--- src/rtl/sfu_operand_prep.sv ---
// SFU front-end: classifies FP32 operands, fetches polynomial coefficients from
// an external synchronous ROM, and hands c0/c1/c2/y plus control to the evaluator.
module sfu_operand_prep #(
  parameter int EXP_BIAS = 127,
  parameter int IDX_BITS = 6
) (
  input  logic        clk,
  input  logic        rst_n,
  input  logic        in_valid,
  output logic        in_ready,
  input  logic [3:0]  in_opcode,
  input  logic        in_precision,
  input  logic [31:0] in_x,
  input  logic [31:0] in_b,
  input  logic [31:0] in_c,
  output logic        lut_en,
  output logic [10:0] lut_addr,
  input  logic [70:0] lut_rdata,
  output logic        out_valid,
  input  logic        out_ready,
  output logic [28:0] out_c0,
  output logic [24:0] out_c1,
  output logic [16:0] out_c2,
  output logic [24:0] out_y,
  output logic [8:0]  out_exponent_diff,
  output logic [8:0]  out_exp,
  output logic        out_skip,
  output logic [1:0]  out_special,
  output logic [3:0]  out_opcode,
  output logic        out_precision
);

  localparam logic [1:0] S_IDLE    = 2'd0;
  localparam logic [1:0] S_FETCH   = 2'd1;
  localparam logic [1:0] S_CAPTURE = 2'd2;
  localparam logic [1:0] S_OUT     = 2'd3;

  localparam logic [3:0] OP_SQRT  = 4'd1;
  localparam logic [3:0] OP_RSQRT = 4'd2;
  localparam logic [3:0] OP_FMA   = 4'd6;

  logic [1:0]  state_q, state_d;
  logic [3:0]  opcode_q, opcode_d;
  logic        prec_q, prec_d;
  logic [10:0] lut_addr_q, lut_addr_d;
  logic [28:0] c0_q, c0_d;
  logic [24:0] c1_q, c1_d;
  logic [16:0] c2_q, c2_d;
  logic [24:0] y_q, y_d;
  logic [8:0]  ediff_q, ediff_d;
  logic [8:0]  exp_q, exp_d;
  logic        skip_q, skip_d;
  logic [1:0]  special_q, special_d;

  function automatic logic [1:0] classify(input logic [31:0] v);
    if (v[30:23] == 8'd0) return 2'b01;
    if (v[30:23] == 8'hFF) return (v[22:0] == 23'd0) ? 2'b10 : 2'b11;
    return 2'b00;
  endfunction

  logic [1:0]  cls_x, cls_b, cls_c, fma_worst;
  logic        sel;
  logic [8:0]  exp_unb;
  logic [10:0] ediff_raw;
  logic [8:0]  ediff_sat;
  logic [24:0] mag_a, fma_c1, fma_y;
  logic [28:0] mag_c, fma_c0;

  // Operand decode works straight off the input bus so every output field is
  // ready at the accept edge; only c0/c1/c2 of the LUT path arrive later.
  always_comb begin
    cls_x = classify(in_x);
    cls_b = classify(in_b);
    cls_c = classify(in_c);
    if (cls_x == 2'b11 || cls_b == 2'b11 || cls_c == 2'b11)      fma_worst = 2'b11;
    else if (cls_x == 2'b10 || cls_b == 2'b10 || cls_c == 2'b10) fma_worst = 2'b10;
    else                                                         fma_worst = 2'b00;
    // Upper table half selected when the unbiased exponent is odd.
    sel       = (in_opcode == OP_SQRT || in_opcode == OP_RSQRT) && !in_x[23];
    exp_unb   = {1'b0, in_x[30:23]} - 9'(EXP_BIAS);
    ediff_raw = {3'b000, in_x[30:23]} + {3'b000, in_b[30:23]} - 11'(EXP_BIAS)
              - {3'b000, in_c[30:23]};
    if ($signed(ediff_raw) > 11'sd255)       ediff_sat = 9'h0FF;
    else if ($signed(ediff_raw) < -11'sd255) ediff_sat = 9'h101;
    else                                     ediff_sat = ediff_raw[8:0];
    mag_a  = {2'b01, in_x[22:0]};
    mag_c  = {3'b001, in_c[22:0], 3'b000};
    fma_c1 = (in_x[31] ^ in_b[31]) ? -mag_a : mag_a;
    fma_c0 = in_c[31] ? -mag_c : mag_c;
    fma_y  = {2'b01, in_b[22:0]};
  end

  always_comb begin
    state_d    = state_q;
    opcode_d   = opcode_q;
    prec_d     = prec_q;
    lut_addr_d = lut_addr_q;
    c0_d       = c0_q;
    c1_d       = c1_q;
    c2_d       = c2_q;
    y_d        = y_q;
    ediff_d    = ediff_q;
    exp_d      = exp_q;
    skip_d     = skip_q;
    special_d  = special_q;
    case (state_q)
      S_IDLE: begin
        if (in_valid) begin
          opcode_d   = in_opcode;
          prec_d     = in_precision;
          exp_d      = exp_unb;
          lut_addr_d = {in_opcode, sel, in_x[22 -: IDX_BITS]};
          c0_d       = '0;
          c1_d       = '0;
          c2_d       = '0;
          y_d        = '0;
          ediff_d    = '0;
          skip_d     = 1'b1;
          special_d  = 2'b00;
          if (in_opcode == OP_FMA) begin
            state_d   = S_OUT;
            special_d = fma_worst;
            if (fma_worst == 2'b00) begin
              c0_d = fma_c0;
              // Zero/denormal product: the addend alone flows through.
              if (cls_x != 2'b01 && cls_b != 2'b01) begin
                c1_d    = fma_c1;
                y_d     = fma_y;
                ediff_d = ediff_sat;
                skip_d  = 1'b0;
              end
            end
          end else if (cls_x != 2'b00) begin
            state_d   = S_OUT;
            special_d = cls_x;
          end else begin
            state_d = S_FETCH;
            skip_d  = 1'b0;
            y_d     = {{(25 - (23 - IDX_BITS)){1'b0}}, in_x[22 - IDX_BITS:0]};
          end
        end
      end
      S_FETCH: state_d = S_CAPTURE;
      S_CAPTURE: begin
        c0_d    = lut_rdata[70:42];
        c1_d    = lut_rdata[41:17];
        c2_d    = lut_rdata[16:0];
        state_d = S_OUT;
      end
      default: begin
        if (out_ready) state_d = S_IDLE;
      end
    endcase
  end

  always_ff @(posedge clk or negedge rst_n) begin
    if (!rst_n) begin
      state_q    <= S_IDLE;
      opcode_q   <= '0;
      prec_q     <= 1'b0;
      lut_addr_q <= '0;
      c0_q       <= '0;
      c1_q       <= '0;
      c2_q       <= '0;
      y_q        <= '0;
      ediff_q    <= '0;
      exp_q      <= '0;
      skip_q     <= 1'b0;
      special_q  <= '0;
    end else begin
      state_q    <= state_d;
      opcode_q   <= opcode_d;
      prec_q     <= prec_d;
      lut_addr_q <= lut_addr_d;
      c0_q       <= c0_d;
      c1_q       <= c1_d;
      c2_q       <= c2_d;
      y_q        <= y_d;
      ediff_q    <= ediff_d;
      exp_q      <= exp_d;
      skip_q     <= skip_d;
      special_q  <= special_d;
    end
  end

  assign in_ready          = rst_n && (state_q == S_IDLE);
  assign lut_en            = (state_q == S_FETCH);
  assign lut_addr          = lut_en ? lut_addr_q : 11'd0;
  assign out_valid         = (state_q == S_OUT);
  assign out_c0            = c0_q;
  assign out_c1            = c1_q;
  assign out_c2            = c2_q;
  assign out_y             = y_q;
  assign out_exponent_diff = ediff_q;
  assign out_exp           = exp_q;
  assign out_skip          = skip_q;
  assign out_special       = special_q;
  assign out_opcode        = opcode_q;
  assign out_precision     = prec_q;

endmodule

--- config.mk ---
export PLATFORM = sky130hd
export DESIGN_NAME = sfu_operand_prep
export DESIGN_NICKNAME = d
export VERILOG_FILES = /design/src/rtl/sfu_operand_prep.sv
export SDC_FILE = /design/constraint.sdc
export NUM_CORES = 1
export LEC_CHECK = 0
export ABC_AREA = 1
export BUFFER_PORTS_ARGS = -buffer_cell sky130_fd_sc_hd__buf_2
export CAP_MARGIN = 40
export CELL_PAD_IN_SITES_DETAIL_PLACEMENT = 0
export CELL_PAD_IN_SITES_GLOBAL_PLACEMENT = 1
export CORE_AREA = 3 3 131 197
export CTS_BUF_LIST = sky130_fd_sc_hd__clkbuf_16
export DETAILED_ROUTE_END_ITERATION = 10
export DIE_AREA = 0 0 134 200
export PLACE_DENSITY = 0.76
export SYNTH_ARGS = -nofsm -noshare
export SYNTH_HDL_FRONTEND = slang
export SYNTH_SLANG_ARGS = --single-unit
export TNS_END_PERCENT = 100
--- constraint.sdc ---
create_clock -name clk -period 2.2 [get_ports clk]
set_input_delay 0.11 -clock clk [delete_from_list [all_inputs] [get_ports clk]]
set_output_delay 0.11 -clock clk [all_outputs]
set_load 0.1 [all_outputs]
# --- Word-level counts from Yosys, hierarchy flattened ---
# Index checks and enable logic that the tools add are counted.
totals:
  output_inout_bits: 136
  regBits: 135
  input_bits: 176
  wordCells: 122
op_classes:
  magnitude_cmp: 2
  bitwise: 1
  addsub: 6
  n_eq_ne: 18
  mux: 60
  n_reduce_logical: 23
op_table:
  columns: ["cell", "count"]
  rows:
  - ["$mux 25", 6]
  - ["$mux 29", 4]
  - ["$logic_not 23->1", 3]
  - ["$pmux 29 s2", 1]
  - ["$pmux 25 s2", 1]
  - ["$mux 24", 2]
  - ["$mux 9", 5]
  - ["$mux 2", 20]
  - ["$mux 17", 2]
  - ["$pmux 17 s2", 1]
  - ["$neg 27->29", 1]
  - ["$neg 24->25", 1]
  - ["$eq 8x8->1 const B", 3]
  - ["$logic_not 8->1", 3]
  - ["$eq 2x2->1 const B", 8]
  - ["$mux 1", 16]
  - ["$gt 11x9->1 const B", 1]
  - ["$lt 11x9->1 const B", 1]
  - ["$mux 11", 1]
  - ["$sub 10x9->11", 1]
  - ["$sub 9x7->10 const B", 1]
  - ["$add 8x8->9", 1]
  - ["$sub 8x7->9 const B", 1]
  - ["$pmux 2 s3", 1]
  - ["other kinds (14)", 25]

# --- Depth between registers and ports, before layout ---
logic_depth:
  word_depth: 15
  mapped_depth: 24
  mapped_depth_nobuf: 24

# --- Least setup slack after synthesis ---
# No wires, ideal clock.
synth_path:
  path_type: "input port to flip-flop"
  start: "input in_x[23]"
  end: "register ediff_q[0] (netlist: out_exponent_diff[0])"
  t_arrival_ns: 2.683
  path_buffers: 0
  cell_stages: 20
  path_slack_ns: -0.603
  cell_sequence: "inv_1 ha_1 inv_1 ha_1 inv_1 fa_1 o21ai_0 a31oi_1 xnor2_1 ha_1 a21oi_1 nand3_1 inv_1 nand3_1 nand2_1 nand2_1 a21boi_1 nand2_1 nand2_1 nand2_1"
synth_between:
  elab_chain_cells: 13
synth_lines:
  columns: ["element", "line_no", "text"]
  rows:
  - ["start, declared", "13", "input logic [31:0] in_x,"]
  - ["parallel branches: the longest is 11 deep, another holds $sub 10x9->11", null, null]
  - ["$mux 9 *", "123", "if (fma_worst == 2'b00) begin"]
  - ["$mux 9 *", "120", "if (in_opcode == OP_FMA) begin"]
  - ["end signal, assigned", "179", "ediff_q <= ediff_d;"]
  - ["end, declared", "50", "logic [8:0] ediff_q, ediff_d;"]
# Mark *: on every way between the ends. The select of a mux whose other input is x is not followed.
# A chain may end at the register's enable or synchronous reset.

# --- Final worst setup path ---
layout_path:
  start: "input in_x[24]"
  end: "register ediff_q[0] (netlist: out_exponent_diff[0])"
# The elaborated chain is that of the path after synthesis.

==> impl_metrics.sql <==
INSERT INTO impl_metrics (metric_group, metric, value, unit) VALUES
('global_route', 'grt_busiest_layer', 'met2', ''),
('synth', 'async_reset_ff_share', '100', '%'),
('worst_setup_path', 'worstPathArrival', '2640', 'ps'),
('sta', 'timing.final.hold_violations', '0', ''),
('run_status', 'status', 'finished, violations left', ''),
('sta', 'tightestPinTransition', '737', 'ps'),
('sta', 'setup_repair_after_global_routing_missed_its_margin', 'yes', ''),
('power_and_ir_drop', 'max-vdd-ir-drop', '989', 'uV'),
('min_path', 'timing.hold.worst_endpoint', 'out_c0[21]', ''),
('sta', 'final_max_slew_viol_count', '0', ''),
('global_route', 'global_route.usage.total', '23.4', '%'),
('sta', 'timing.fmax', '433', 'MHz'),
('sta', 'postLayoutSetupSlackWorst', '-107', 'ps'),
('worst_setup_path', 'timing.critical_path.slowest_cell_delay', '370', 'ps'),
('floorplanning', 'die_boundary_width', '134', 'um'),
('synth', 'synthesis.instances', '1175', ''),
('placement', 'dpl.hpwl', '24000', 'um'),
('sta', 'timing.final.setup_violations', '8', ''),
('floorplanning', 'initial_utilization', '34.8', '%'),
('worst_setup_path', 'critical_path.reg2reg.endpoint', 'lut_addr_q[6]', ''),
('run_status', 'failed_checks', 'negative setup slack', ''),
('global_route', 'global_route.usage.met2', '44.2', '%'),
('power_and_ir_drop', 'internal-power', '7670', 'uW'),
('worst_setup_path', 'timing.critical_path.cells', 'buf_8, ha_4, ha_4, inv_2, fa_2, o21ai_4, a31oi_1, xnor2_1, ha_1, nand2_1, nor2_1, nand2_1, nand3_2, inv_2, nand3_2, nand2_2, inv_2, nand3_2, nand2_4, nand2_1, nand2_1, nand2_1', ''),
('worst_setup_path', 'r2r-start', 'state_q[0]', ''),
('worst_setup_path', 'worst_setup_path_start_kind', 'input pin', ''),
('layout', 'drive_above_1_share', '29.4', '%'),
('worst_setup_path', 'criticalPathCategory', 'in2reg', ''),
('clock_tree', 'clock_sinks', '130', ''),
('power_and_ir_drop', 'power_density', '1600', 'nW/um^2'),
('layout', 'layout.cells.most_common_list', '344 x nand2_1, 296 x buf_2, 130 x dfrtp_1', ''),
('synth', 'synth.lib_cells_used.distinct', '48', ''),
('route', 'route.antenna.remaining_nets', '0', ''),
('route', 'remaining_drc_errors', '0', ''),
('clock_tree', 'max_h_tree_level', '4', ''),
('synth', 'ys.flop_type', 'dfrtp_1', ''),
('global_route', 'grt_max_degree', '131', ''),
('placement', 'port_buffers', '310', ''),
('worst_setup_path', 'critical-path-top-cell-by-count', 'nand2_1', ''),
('global_route', 'first_global_vias', '9366', ''),
('route', 'wl_final', '32000', 'um'),
('power_and_ir_drop', 'total_switching_power', '12500', 'uW'),
('power_and_ir_drop', 'leakage', '0.00671', 'uW'),
('synth', 'syn_area_per_cell', '7.18', 'um^2'),
('route', 'wl_per_cell', '16.3', 'um'),
('sta', 'finClkSkew', '4.63', 'ps'),
('clock_tree', 'cts_tree', 'built', ''),
('global_route', 'grt_remaining_overflow', '0', ''),
('global_route', 'grt_pass1_wl', '49300', 'um'),
('job', 'cap_viol_max_count', '0', ''),
('worst_setup_path', 'reg2regPathDepth', '8', ''),
('min_path', 'timing.hold.worst.start', 'in_c[18]', ''),
('placement', 'dpl.cell_count', '1815', ''),
('worst_setup_path', 'critical-path-slowest-cell', 'fa_2', ''),
('layout', 'areaGrowthSynthToFinish', '49.3', '%'),
('worst_setup_path', 'cp-end-kind', 'register', ''),
('sta', 'timing.max_slew.rel_slack', '50.9', '%'),
('clock_tree', 'clock_root_buffer', 'clkbuf_16', ''),
('layout', 'final_common_cell', 'nand2_1', ''),
('placement', 'routabilityCongestion', '0.859', ''),
('layout', 'num-nets-final', '1829', ''),
('power_and_ir_drop', 'switching_share', '62.0', '%'),
('floorplanning', 'dieHeight', '200', 'um'),
('route', 'routed-via-count', '9244', ''),
('clock_tree', 'clock_slew_seen_by_the_registers_of_the_worst_setup_and_hold_paths', '60', 'ps'),
('power_and_ir_drop', 'power.share.combinational', '66.5', '%'),
('sta', 'final_period_utilization', '105', '%'),
('floorplanning', 'design.portCount', '312', ''),
('worst_setup_path', 'setup.reg_to_reg.worst_slack', '200', 'ps'),
('clock_tree', 'cts-buffers-inserted', '17', ''),
('synth', 'yosys_warnings', '0', '');
[how the worst max path moves through the flow]
| stage | end | start | slack [ps] | cells past startpoint |
|---|---|---|---|---|
| 3_3_place_gp | out_exponent_diff[0] | in_x[25] | -670 | 21 |
| 2_1_floorplan | out_exponent_diff[5] | in_x[26] | -360 | 20 |
| 4_1_cts | out_exponent_diff[0] | in_x[24] | -160 | 20 |
| 6_report | out_exponent_diff[0] | in_x[24] | -110 | 22 |
| 5_1_grt | out_exponent_diff[0] | in_x[24] | -300 | 20 |
| 3_5_place_dp | out_exponent_diff[0] | in_x[25] | -700 | 21 |
[per-stage QoR]
| stage | TNS (ps) | util, % | setup WS [ps] | instance area [um^2] | hold slack [ps] |
|---|---|---|---|---|---|
| 2_1_floorplan | -2970 | - | -363 | 8500 | -186 |
| 3_3_place_gp | -5620 | 44.1 | -673 | 10700 | 307 |
| 3_5_place_dp | -5900 | 44.1 | -705 | 10700 | 303 |
| 4_1_cts | -1130 | 51.1 | -159 | 12400 | 1.98 |
| 5_1_grt | -2250 | 51.9 | -304 | 12600 | 18.1 |
| 6_report | -637 | 51.9 | -107 | 12600 | 12.7 |
[power by group through the flow]
stage,Clock [uW],Combinational (uW),Sequential (uW)
2_1_floorplan,0,3990,10400
3_3_place_gp,0,13000,3960
3_5_place_dp,0,13100,3990
4_1_cts,2850,13400,3950
5_1_grt,2930,14200,4070
6_report,2790,13400,3960
[synthesized netlist by cell type, types with 2 or more instances]
library cell | count | area, um^2
nand2_1 | 355 | 1330
dfrtp_1 | 130 | 3250
inv_1 | 121 | 454
nor2_1 | 120 | 450
nand3_1 | 76 | 380
a21oi_1 | 66 | 330
o21ai_0 | 51 | 255
ha_1 | 32 | 400
xor2_1 | 28 | 245
clkbuf_1 | 26 | 97.6
o21ai_1 | 18 | 90.1
o211ai_1 | 15 | 113
buf_2 | 13 | 65.1
nand4_1 | 13 | 81.3
xnor2_1 | 9 | 78.8
nand3b_1 | 8 | 60.1
nor4_1 | 8 | 50.1
or2_2 | 8 | 50.1
nor3_1 | 7 | 35.0
buf_4 | 6 | 45.0
o311ai_0 | 6 | 52.6
o311ai_1 | 6 | 52.6
buf_6 | 5 | 56.3
inv_2 | 5 | 18.8
nand2_2 | 5 | 31.3
a31oi_1 | 4 | 25.0
a22oi_1 | 3 | 22.5
nand3_4 | 3 | 52.6
nor3_2 | 3 | 30.0
clkinv_1 | 2 | 7.51
fa_1 | 2 | 40.0
nor2_2 | 2 | 12.5
nor2_4 | 2 | 22.5
o21ai_2 | 2 | 17.5
or2_1 | 2 | 12.5
[registers in the layout (all words and copies together), names as in the netlist]
register           cells
state_q                2
out_y                 24
out_exponent_diff      9
out_opcode             4
out_c2                17
out_c1                25
out_skip               1
out_special            2
out_exp                9
out_precision          1
out_c0                29
lut_addr_q             7
[layout make-up]
type                    instances  area, um^2
fillers                      2373       11700
multi-input cells             866        4680
flip-flops and latches        130        3250
repair buffers                475        3180
inverters                     129         494
clock buffers                  17         425
well taps                     324         405
clock inverters                14         141
diodes                          4        10.0
[critical path, delay by kind of cell]
| kind | cells | cell delay (ps) |
|---|---|---|
| XOR/XNOR | 1 | 140 |
| AND/OR/NAND/NOR | 11 | 780 |
| buffers and inverters | 4 | 240 |
| AO/OA/AOI/OAI | 2 | 270 |
| adder cells (fa/ha/maj) | 4 | 1100 |
[layer usage]
| layer | part of all wire, % | vias to the layer above |
|---|---|---|
| li1 | - | 4682 |
| met1 | 38 | 4261 |
| met2 | 54 | 263 |
| met3 | 5.4 | 38 |
| met4 | 1.9 | 0 |
| met5 | 0 | - |
[cell families after synthesis]
| group | Yosys count | share of synthesized area (%) |
|---|---|---|
| compound gates | 176 | 11.8 |
| buf+inv | 181 | 9.12 |
| simple gates | 616 | 31.4 |
| flops | 130 | 38.6 |
| xor+xnor | 37 | 3.84 |
| fa+ha+maj | 34 | 5.22 |
| other cells | 1 | 0.0444 |
[what timing repair did]
action,CTS,global route
hold endpoints to repair,225,0
setup buffers,3,1
hold buffers,103,0
setup endpoints to repair,9,24
pin swaps,27,19
resized for setup,25,36
gates cloned,0,2
Note: power is estimated with default switching activity, not from simulation.
